## config.mk

```make
export PLATFORM = sky130hd
export DESIGN_NAME = spi_reg_slave
export DESIGN_NICKNAME = d
export VERILOG_FILES = /design/src/rtl/spi_reg_slave.sv
export SDC_FILE = /design/constraint.sdc
export NUM_CORES = 1
export LEC_CHECK = 0
export BUFFER_PORTS_ARGS = -buffer_cell sky130_fd_sc_hd__clkbuf_2
export CAP_MARGIN = 30
export CORE_ASPECT_RATIO = 0.8
export CORE_MARGIN = 3
export CORE_UTILIZATION = 34
export DETAILED_ROUTE_END_ITERATION = 7
export MAX_ROUTING_LAYER = met4
export PLACE_DENSITY = 0.58
export SYNTH_ARGS = -nofsm -noshare
export SYNTH_HDL_FRONTEND = slang
export SYNTH_SLANG_ARGS = --single-unit
```

## constraint.sdc

```tcl
create_clock -name clk -period 2 [get_ports clk]
set_clock_uncertainty 0.15 [all_clocks]
set_input_delay 0.2 -clock clk [delete_from_list [all_inputs] [get_ports clk]]
set_output_delay 0.2 -clock clk [all_outputs]
set_load 0.005 [all_outputs]
```

## src/rtl/spi_reg_slave.sv

```systemverilog
// SPI mode-0 slave that deframes {rw, addr, data} transactions and turns them into
// single-cycle register-bus read/write strobes, returning read data on MISO.
module spi_reg_slave #(
    parameter int ADDR_W      = 7,
    parameter int DATA_W      = 32,
    parameter int SYNC_STAGES = 2,
    parameter int RD_LAT      = 1
) (
    input  logic              clk,
    input  logic              reset_n,
    input  logic              spi_csl,
    input  logic              spi_sclk,
    input  logic              spi_mosi,
    output logic              spi_miso,
    output logic [ADDR_W-1:0] reg_addr,
    output logic [DATA_W-1:0] reg_wdat,
    output logic              reg_we,
    output logic              reg_re,
    input  logic [DATA_W-1:0] reg_rdat
);

    localparam int FRAME_LEN = 1 + ADDR_W + DATA_W;
    localparam int CNT_W     = $clog2(FRAME_LEN + 1);
    localparam int WAIT_W    = $clog2(RD_LAT + 2);

    typedef enum logic [1:0] {
        IDLE = 2'd0,
        HDR  = 2'd1,
        DATA = 2'd2,
        DONE = 2'd3
    } state_t;

    state_t                 state_r;
    logic [SYNC_STAGES-1:0] sclk_sync_r;
    logic [SYNC_STAGES-1:0] csl_sync_r;
    logic [SYNC_STAGES-1:0] mosi_sync_r;
    logic                   sclk_dd_r;
    logic                   armed_r;
    logic                   rw_r;
    logic [CNT_W-1:0]       bit_cnt_r;
    logic [WAIT_W-1:0]      rd_wait_r;
    logic [ADDR_W:0]        hdr_sr_r;
    logic [DATA_W-1:0]      rx_sr_r;
    logic [DATA_W-1:0]      tx_sr_r;

    logic                   sclk_d_s;
    logic                   mosi_s;
    logic                   rise_s;
    logic                   fall_s;
    logic                   cs_act_s;
    logic [ADDR_W:0]        hdr_nxt_s;
    logic [DATA_W-1:0]      rx_nxt_s;

    assign sclk_d_s  = sclk_sync_r[SYNC_STAGES-1];
    assign mosi_s    = mosi_sync_r[SYNC_STAGES-1];
    assign cs_act_s  = ~csl_sync_r[SYNC_STAGES-1];
    assign rise_s    = sclk_d_s & ~sclk_dd_r;
    assign fall_s    = ~sclk_d_s & sclk_dd_r;
    // Shifter contents including the bit arriving on this rise, so the strobe can fire on that same clk.
    assign hdr_nxt_s = {hdr_sr_r[ADDR_W-1:0], mosi_s};
    assign rx_nxt_s  = {rx_sr_r[DATA_W-2:0], mosi_s};

    // Synchronise the SPI pins and keep one extra SCLK stage for edge detection.
    always_ff @(posedge clk or negedge reset_n) begin
        if (!reset_n) begin
            sclk_sync_r <= {SYNC_STAGES{1'b0}};
            csl_sync_r  <= {SYNC_STAGES{1'b0}};
            mosi_sync_r <= {SYNC_STAGES{1'b0}};
            sclk_dd_r   <= 1'b0;
        end else begin
            sclk_sync_r <= {sclk_sync_r[SYNC_STAGES-2:0], spi_sclk};
            csl_sync_r  <= {csl_sync_r[SYNC_STAGES-2:0], spi_csl};
            mosi_sync_r <= {mosi_sync_r[SYNC_STAGES-2:0], spi_mosi};
            sclk_dd_r   <= sclk_d_s;
        end
    end

    // Frame FSM: header/data deframing, register strobes and MISO serialisation.
    always_ff @(posedge clk or negedge reset_n) begin
        if (!reset_n) begin
            state_r   <= IDLE;
            armed_r   <= 1'b0;
            rw_r      <= 1'b0;
            bit_cnt_r <= {CNT_W{1'b0}};
            rd_wait_r <= {WAIT_W{1'b0}};
            hdr_sr_r  <= {(ADDR_W+1){1'b0}};
            rx_sr_r   <= {DATA_W{1'b0}};
            tx_sr_r   <= {DATA_W{1'b0}};
            spi_miso  <= 1'b0;
            reg_addr  <= {ADDR_W{1'b0}};
            reg_wdat  <= {DATA_W{1'b0}};
            reg_we    <= 1'b0;
            reg_re    <= 1'b0;
        end else begin
            reg_we <= 1'b0;
            reg_re <= 1'b0;
            // A frame may only start once CSL has been seen high since reset.
            if (!cs_act_s) begin
                armed_r <= 1'b1;
            end else begin
                armed_r <= armed_r;
            end
            if (!cs_act_s) begin
                state_r   <= IDLE;
                bit_cnt_r <= {CNT_W{1'b0}};
                rd_wait_r <= {WAIT_W{1'b0}};
                spi_miso  <= 1'b0;
            end else begin
                case (state_r)
                    IDLE: begin
                        if (armed_r) begin
                            state_r   <= HDR;
                            bit_cnt_r <= {CNT_W{1'b0}};
                            hdr_sr_r  <= {(ADDR_W+1){1'b0}};
                            rx_sr_r   <= {DATA_W{1'b0}};
                            tx_sr_r   <= {DATA_W{1'b0}};
                            spi_miso  <= 1'b0;
                        end else begin
                            state_r <= IDLE;
                        end
                    end
                    HDR: begin
                        if (rise_s) begin
                            hdr_sr_r  <= hdr_nxt_s;
                            bit_cnt_r <= bit_cnt_r + {{(CNT_W-1){1'b0}}, 1'b1};
                            if (bit_cnt_r == CNT_W'(ADDR_W)) begin
                                reg_addr <= hdr_nxt_s[ADDR_W-1:0];
                                rw_r     <= hdr_nxt_s[ADDR_W];
                                reg_re   <= hdr_nxt_s[ADDR_W];
                                if (hdr_nxt_s[ADDR_W]) begin
                                    rd_wait_r <= WAIT_W'(RD_LAT + 1);
                                end else begin
                                    rd_wait_r <= {WAIT_W{1'b0}};
                                end
                                state_r <= DATA;
                            end
                        end
                    end
                    DATA: begin
                        // Count out the read latency; the reg_re clk itself is not a valid sample point.
                        if (rd_wait_r != {WAIT_W{1'b0}}) begin
                            rd_wait_r <= rd_wait_r - {{(WAIT_W-1){1'b0}}, 1'b1};
                            if (rd_wait_r == {{(WAIT_W-1){1'b0}}, 1'b1}) begin
                                tx_sr_r <= reg_rdat;
                            end
                        end
                        if (fall_s && rw_r) begin
                            spi_miso <= tx_sr_r[DATA_W-1];
                            tx_sr_r  <= {tx_sr_r[DATA_W-2:0], 1'b0};
                        end
                        if (rise_s) begin
                            rx_sr_r   <= rx_nxt_s;
                            bit_cnt_r <= bit_cnt_r + {{(CNT_W-1){1'b0}}, 1'b1};
                            if (bit_cnt_r == CNT_W'(FRAME_LEN - 1)) begin
                                if (!rw_r) begin
                                    reg_wdat <= rx_nxt_s;
                                    reg_we   <= 1'b1;
                                end
                                state_r <= DONE;
                            end
                        end
                    end
                    DONE: begin
                        spi_miso <= 1'b0;
                    end
                    default: begin
                        state_r <= IDLE;
                    end
                endcase
            end
        end
    end

endmodule

```

==> results.cfg, run 1 <==
[yosys]
synth_edf_count = 0
synthCells = 524
synth.area.top_cells = dfrtp_1 (55%), mux2_2 (8.7%), nand2_1 (8.4%)
synth.distinct_cells = 43
yosys_warnings = 0
synth_top_area_share_pct = 55.3
synth_area_sq_mm = 0.00593
postSynthAreaPerCell_sq_um = 11.3
yosys.area.top_type = dfrtp_1
synth-seq-cells = 131
synth-seq-area-share_pct = 55.3
syn-num-nets = 568
ys_async_sr_fraction_pct = 100
synth_ff_type = dfrtp_1

[worst_setup_path]
path_max_fanout = 33
crit_path_start = bit_cnt_r[1]
startpoint_type = register
setup.worst_path.end = reg_wdat[16]
rr_endpoint = reg_wdat[16]
arrival_ns = 2.24
worstSetupPathType = reg2reg
timing.rr.start = bit_cnt_r[1]
end_kind = register
rr_worst_depth = 6
r2r_setup_slack_ns = -0.09
worstPathRequired_ns = 2.15

[power]
p_total_mw = 8.82
ir_drop_uv = 683
powerDensity_mw_per_mm2 = 1110
p_leak_nw = 3.94

[finish]
drive_gt1_share_pct = 42.8
nets = 687
stdcell_count = 876
finish.utilization_pct = 47.3
antenna_cells = 0
post-route-cell-area_sq_mm = 0.00796
syn_to_final_growth_pct = 34.3

[floorplanning]
start_util_pct = 35.2
dieHeight_um = 124
coreArea_sq_mm = 0.0168
die_x_um = 154
die_area_sq_mm = 0.0191
num_rows = 42
pin_count = 79

[routing]
drc = 0
wl_per_cell_um = 15.6
met1_length_mm = 6.45
post_drt_via_cell_ratio = 4.81
top_layer = met4
routed-via-count = 4217
ant_nets = 0
wirelength_mm = 13.7
routed-wl-met2_mm = 6.53
wl_met3_um = 562
drt_pass1_iterations = 4
drtIter0Drc = 228

[global_routing]
grt_pass1_vias = 4183
antenna_found_initial = 0
grt_pass1_wl_mm = 21.0
grt_use_total_pct = 14.2
overflow = 0
grt_max_degree = 78

[sta]
worstMarginPinSlew_ns = 0.612
slew_headroom_pct = 59.0
rsz0062_at_grt = true
worst_hold_slack_ns = 0.0670
maxSlewViolCount = 0
hold_viol = 0
max_freq_mhz = 479
fin_ws_ns = -0.0879
setup-violations-final = 40
post-route-period-util_pct = 104
min_period_ns = 2.09

[place]
dp_cells = 817
gp_congestion = 0.768
port_buffers = 78
post_dp_cell_area_sq_mm = 0.00673
dp_hpwl_mm = 8.03

[clock_network]
cts_root_buf = clkbuf_16
htree_levels = 4
clock_sinks = 131
clk_pin_slew_worst_paths_ns = 0.06
cts_made_buffers = 17
cts_tree = done
insertion_delay_ns = 0.42
clock_path_buffers = 2

[status]
run_status = finished with violations
violations = negative setup slack

[hold_path]
min_path_type = in2reg

[flow_run]
max_cap_viol_count = 0
-- metal layers --
layer	track usage, %	vias up
met5	-	-
met4	4.69	0
met3	4.27	13
met2	21.8	72
met1	18.2	2096
li1	-	2036
-- cells in the mapped netlist (3+ instances only) --
| cell | n |
|---|---|
| nand2_1 | 132 |
| dfrtp_1 | 131 |
| mux2_2 | 46 |
| o21ai_0 | 34 |
| a21boi_0 | 32 |
| mux2_4 | 29 |
| clkbuf_1 | 27 |
| nor2_1 | 9 |
| a22o_1 | 7 |
| ha_1 | 7 |
| inv_1 | 6 |
| a31oi_1 | 4 |
| buf_2 | 4 |
| buf_6 | 4 |
| nand2b_1 | 4 |
| nand3_1 | 4 |
| a21o_1 | 3 |
| and3_1 | 3 |
| nand3b_1 | 3 |
| nand4b_1 | 3 |
| o211ai_1 | 3 |
| or3_1 | 3 |
-- per-stage QoR --
step / setup WS (ns) / setup TNS, ns
after detailed placement: -0.110 / -6.54
after CTS: -0.0921 / -2.85
after global routing: -0.156 / -6.37
final: -0.0879 / -2.55
after floorplan: -0.0963 / -2.77
after global placement: -0.0432 / -1.50
-- cell families (layout without fill, tap and decap cells) --
group	after synthesis	count (layout)	share of synthesized area [%]
compound gates	94	94	10.6
xor+xnor	1	1	0.148
fa+ha+maj	7	7	1.48
buf+inv	41	173	3.19
flops	131	131	55.3
mux	77	77	16.4
simple gates	173	173	12.8
-- registers in the layout, summed over array words and instances (netlist names), 2 cells and up --
register	count
csl_sync_r	2
tx_sr_r	32
mosi_sync_r	2
bit_cnt_r	6
rd_wait_r	2
hdr_sr_r	7
sclk_sync_r	2
reg_wdat	32
state_r	2
rx_sr_r	31
reg_addr	7
-- how the worst min path moves through the flow --
| stage | slack (ns) | cells after the start | start | to |
|---|---|---|---|---|
| finish | 0.07 | 4 | reg_rdat[3] | tx_sr_r[3] |
| global route | 0.08 | 4 | reg_rdat[28] | tx_sr_r[28] |
| CTS | 0.07 | 4 | reg_rdat[28] | tx_sr_r[28] |
| detailed placement | -0.05 | 1 | reset_n | hdr_sr_r[4] |
| global placement | -0.06 | 1 | reset_n | csl_sync_r[0] |
| floorplan | -0.25 | 0 | reset_n | armed_r |
-- final cells by class --
| class | count | area [sq um] |
|---|---|---|
| multi-input cells | 352 | 2670 |
| clock buffers | 20 | 457 |
| clock inverters | 12 | 179 |
| flip-flops and latches | 131 | 3280 |
| inverters | 6 | 25.0 |
| well taps | 220 | 275 |
| fillers | 1532 | 8860 |
| repair buffers | 135 | 1080 |
-- layout by cell type (no fill, tap or decap), types with 6 or more instances in the layout --
master,Yosys,routed
o21ai_1,0,21
nand2_2,0,14
buf_4,0,32
a22o_1,7,7
buf_6,4,6
o21ai_2,0,10
a21boi_0,32,31
mux2_2,46,38
clkbuf_2,0,77
buf_12,0,7
nand2_1,132,116
mux2_4,29,37
clkbuf_16,0,22
dfrtp_1,131,130
-- repair_timing --
action / 4_1_cts / 5_1_grt
pin swaps: 2 / 14
endpoints found under the hold margin: 135 / 0
gates cloned: 2 / 7
endpoints found under the setup margin: 107 / 109
hold buffers: 5 / 0
resized for setup: 12 / 85
buffers inserted: 4 / 10
-- worst max-delay path: stages, from the launching register on --
cell and delay, ns:
dfrtp_1 0.36, ha_2 0.18, and4bb_1 0.22, nand2_1 0.08, or4_4 0.43, buf_12 0.20, mux2_4 0.32
-- report_power, final --
part	internal (mW)	switching, mW
Sequential	2.95	0.165
Clock	2.15	1.19
Combinational	1.25	1.12
Total	6.35	2.47
(Power assumes the default switching activity.)
==> run 2, diff against run 1 <==
--- a/config.mk
+++ b/config.mk
@@ -7,12 +7,15 @@
 export LEC_CHECK = 0
 export BUFFER_PORTS_ARGS = -buffer_cell sky130_fd_sc_hd__clkbuf_2
 export CAP_MARGIN = 30
+export CELL_PAD_IN_SITES_DETAIL_PLACEMENT = 1
+export CELL_PAD_IN_SITES_GLOBAL_PLACEMENT = 1
 export CORE_ASPECT_RATIO = 0.8
 export CORE_MARGIN = 3
 export CORE_UTILIZATION = 34
 export DETAILED_ROUTE_END_ITERATION = 7
 export MAX_ROUTING_LAYER = met4
-export PLACE_DENSITY = 0.58
+export PLACE_DENSITY = 0.66
+export SLEW_MARGIN = 20
 export SYNTH_ARGS = -nofsm -noshare
 export SYNTH_HDL_FRONTEND = slang
 export SYNTH_SLANG_ARGS = --single-unit
==> constraint.sdc (replaced) <==
create_clock -name clk -period 2.7 [get_ports clk]
set_clock_uncertainty 0.15 [all_clocks]
set_input_delay 0.27 -clock clk [delete_from_list [all_inputs] [get_ports clk]]
set_output_delay 0.27 -clock clk [all_outputs]
set_load 0.005 [all_outputs]
==> run 2 against run 1 <==
The run now ends clean. Sequential share of layout area rose by 4.2 points. Clock-buffer cell count rose by 2. Register-to-register slack improved by 0.36 ns. Flip-flop and latch count did not move. Via count fell by 3.4%. Worst hold slack improved by 0.050 ns. Power fell by 34%. Critical path depth fell by 1. Critical endpoint is now reg_wdat[6]. Largest power group unchanged.
==> results.cfg, run 2 (same netlist as run 1, synthesis figures left out) <==
[status]
run_status = finished, final reports clean

[sta]
max_freq_mhz = 411
maxSlewViolCount = 0
min_period_ns = 2.43
post-route-period-util_pct = 90.1
setup-violations-final = 0
slew_headroom_pct = 57.8
hold_viol = 0
worst_hold_slack_ns = 0.117
rsz0062_at_grt = false
worstMarginPinSlew_ns = 0.630
setup_tns_ns = 0

[worst_setup_path]
worstSetupPathType = reg2reg
end_kind = register
rr_worst_depth = 5
worstPathRequired_ns = 2.84
startpoint_type = register
arrival_ns = 2.58
path_max_fanout = 33

[finish]
drive_gt1_share_pct = 32.4
stdcell_count = 832
top_regs = reg_wdat: 32 flops, tx_sr_r: 32 flops, rx_sr_r: 31 flops
nets = 643
fillers = 1833
antenna_cells = 0
final_cell_mix = nand2_1 (132), dfrtp_1 (131), clkbuf_2 (77), mux2_2 (46), o21ai_0 (34)
syn_to_final_growth_pct = 21.7
mostFrequentLayoutCell = nand2_1
seqCellArea_sq_mm = 0.00328
multi_input_area_sq_mm = 0.00246

[global_routing]
grt_pass1_wl_mm = 21.6
antenna_found_initial = 0
grt_max_degree = 71
grt_pass1_vias = 4309
overflow = 0
grt_use_total_pct = 14.4

[clock_network]
insertion_delay_ns = 0.41
post_cts_resized = 0
clk_pin_slew_worst_paths_ns = 0.06
clock_path_buffers = 2
htree_levels = 4
cts_root_buf = clkbuf_16
cts_made_buffers = 17
cts_hold_buf = 4
clock_sinks = 131
cts_tree = done
post-cts-setup-buffers = 0

[power]
power.share.clock_pct = 42.2
p_total_mw = 5.81
power_switching_mw = 1.58
ir_drop_uv = 353
p_leak_nw = 3.58
p_comb_share_pct = 18.1
pwr-share-seq_pct = 39.7
powerDensity_mw_per_mm2 = 805
p_int_mw = 4.23
swShare_pct = 27.1

[floorplanning]
pin_count = 79
num_rows = 42
start_util_pct = 35.2
die_x_um = 154
coreArea_sq_mm = 0.0168
die_area_sq_mm = 0.0191
dieHeight_um = 124

[hold_path]
min_path_type = in2reg
min_path_cells = 3

[place]
dp_hpwl_mm = 8.21
gp_congestion = 0.717
dp_cells = 796
port_buffers = 78

[routing]
ant_nets = 0
drt_pass1_iterations = 4
drc = 0
routed-via-count = 4073
post_drt_via_cell_ratio = 4.90
drtIter0Drc = 195
wirelength_mm = 12.8
wl_per_cell_um = 15.4

[flow_run]
max_cap_viol_count = 0
run 2: final cells by class:
type	instances	area share (%)
clock buffer	22	6.85
timing repair buffer	91	7.46
multi-input combinational	352	34.1
inverter	6	0.312
tap	220	3.82
clock inverter	10	1.99
sequential	131	45.4
run 2: final timing paths:
| kind | start | end | slack [ns] |
|---|---|---|---|
| max in group asynchronous | reset_n | state_r[0] | 1.43 |
| worst max-delay path | bit_cnt_r[0] | reg_wdat[6] | 0.27 |
| worst max register to register | bit_cnt_r[0] | reg_wdat[6] | 0.27 |
| worst min-delay path | reg_rdat[0] | tx_sr_r[0] | 0.12 |
| min in group asynchronous | reset_n | reg_wdat[18] | 0.21 |
| worst min register to register | sclk_sync_r[0] | sclk_sync_r[1] | 0.20 |
run 2: metal layers:
layer | track usage [%] | vias to the layer above | part of all wire [%]
met5 | - | - | 0
met4 | 5.30 | 0 | 1.4
met3 | 2.95 | 13 | 2.4
met2 | 23.1 | 53 | 48
met1 | 18.2 | 2054 | 48
li1 | - | 1953 | -
run 2: power by group through the flow:
| stage | Combinational [mW] | Clock (mW) | Sequential, mW |
|---|---|---|---|
| after floorplan | 0.770 | 0 | 2.30 |
| after global placement | 1.02 | 0 | 2.32 |
| after detailed placement | 1.06 | 0 | 2.34 |
| after CTS | 1.07 | 2.52 | 2.31 |
| after global routing | 1.18 | 2.60 | 2.34 |
| final | 1.05 | 2.45 | 2.31 |
run 2: metrics by stage:
step / setup slack [ns] / utilization, % / instance area [sq um]
5_1_grt: 0.124 / 42.9 / 7210
4_1_cts: 0.258 / 42.9 / 7210
3_5_place_dp: 0.268 / 38.9 / 6540
2_1_floorplan: 0.546 / - / 5930
3_3_place_gp: 0.352 / 38.9 / 6540
6_report: 0.268 / 42.9 / 7210
run 2: worst max-delay path, cell delays in order, from the launching register on:
cell and delay [ns]:
dfrtp_1 0.38, ha_1 0.20, and4bb_1 0.29, nand2_1 0.09, or4_4 0.78, mux2_4 0.40
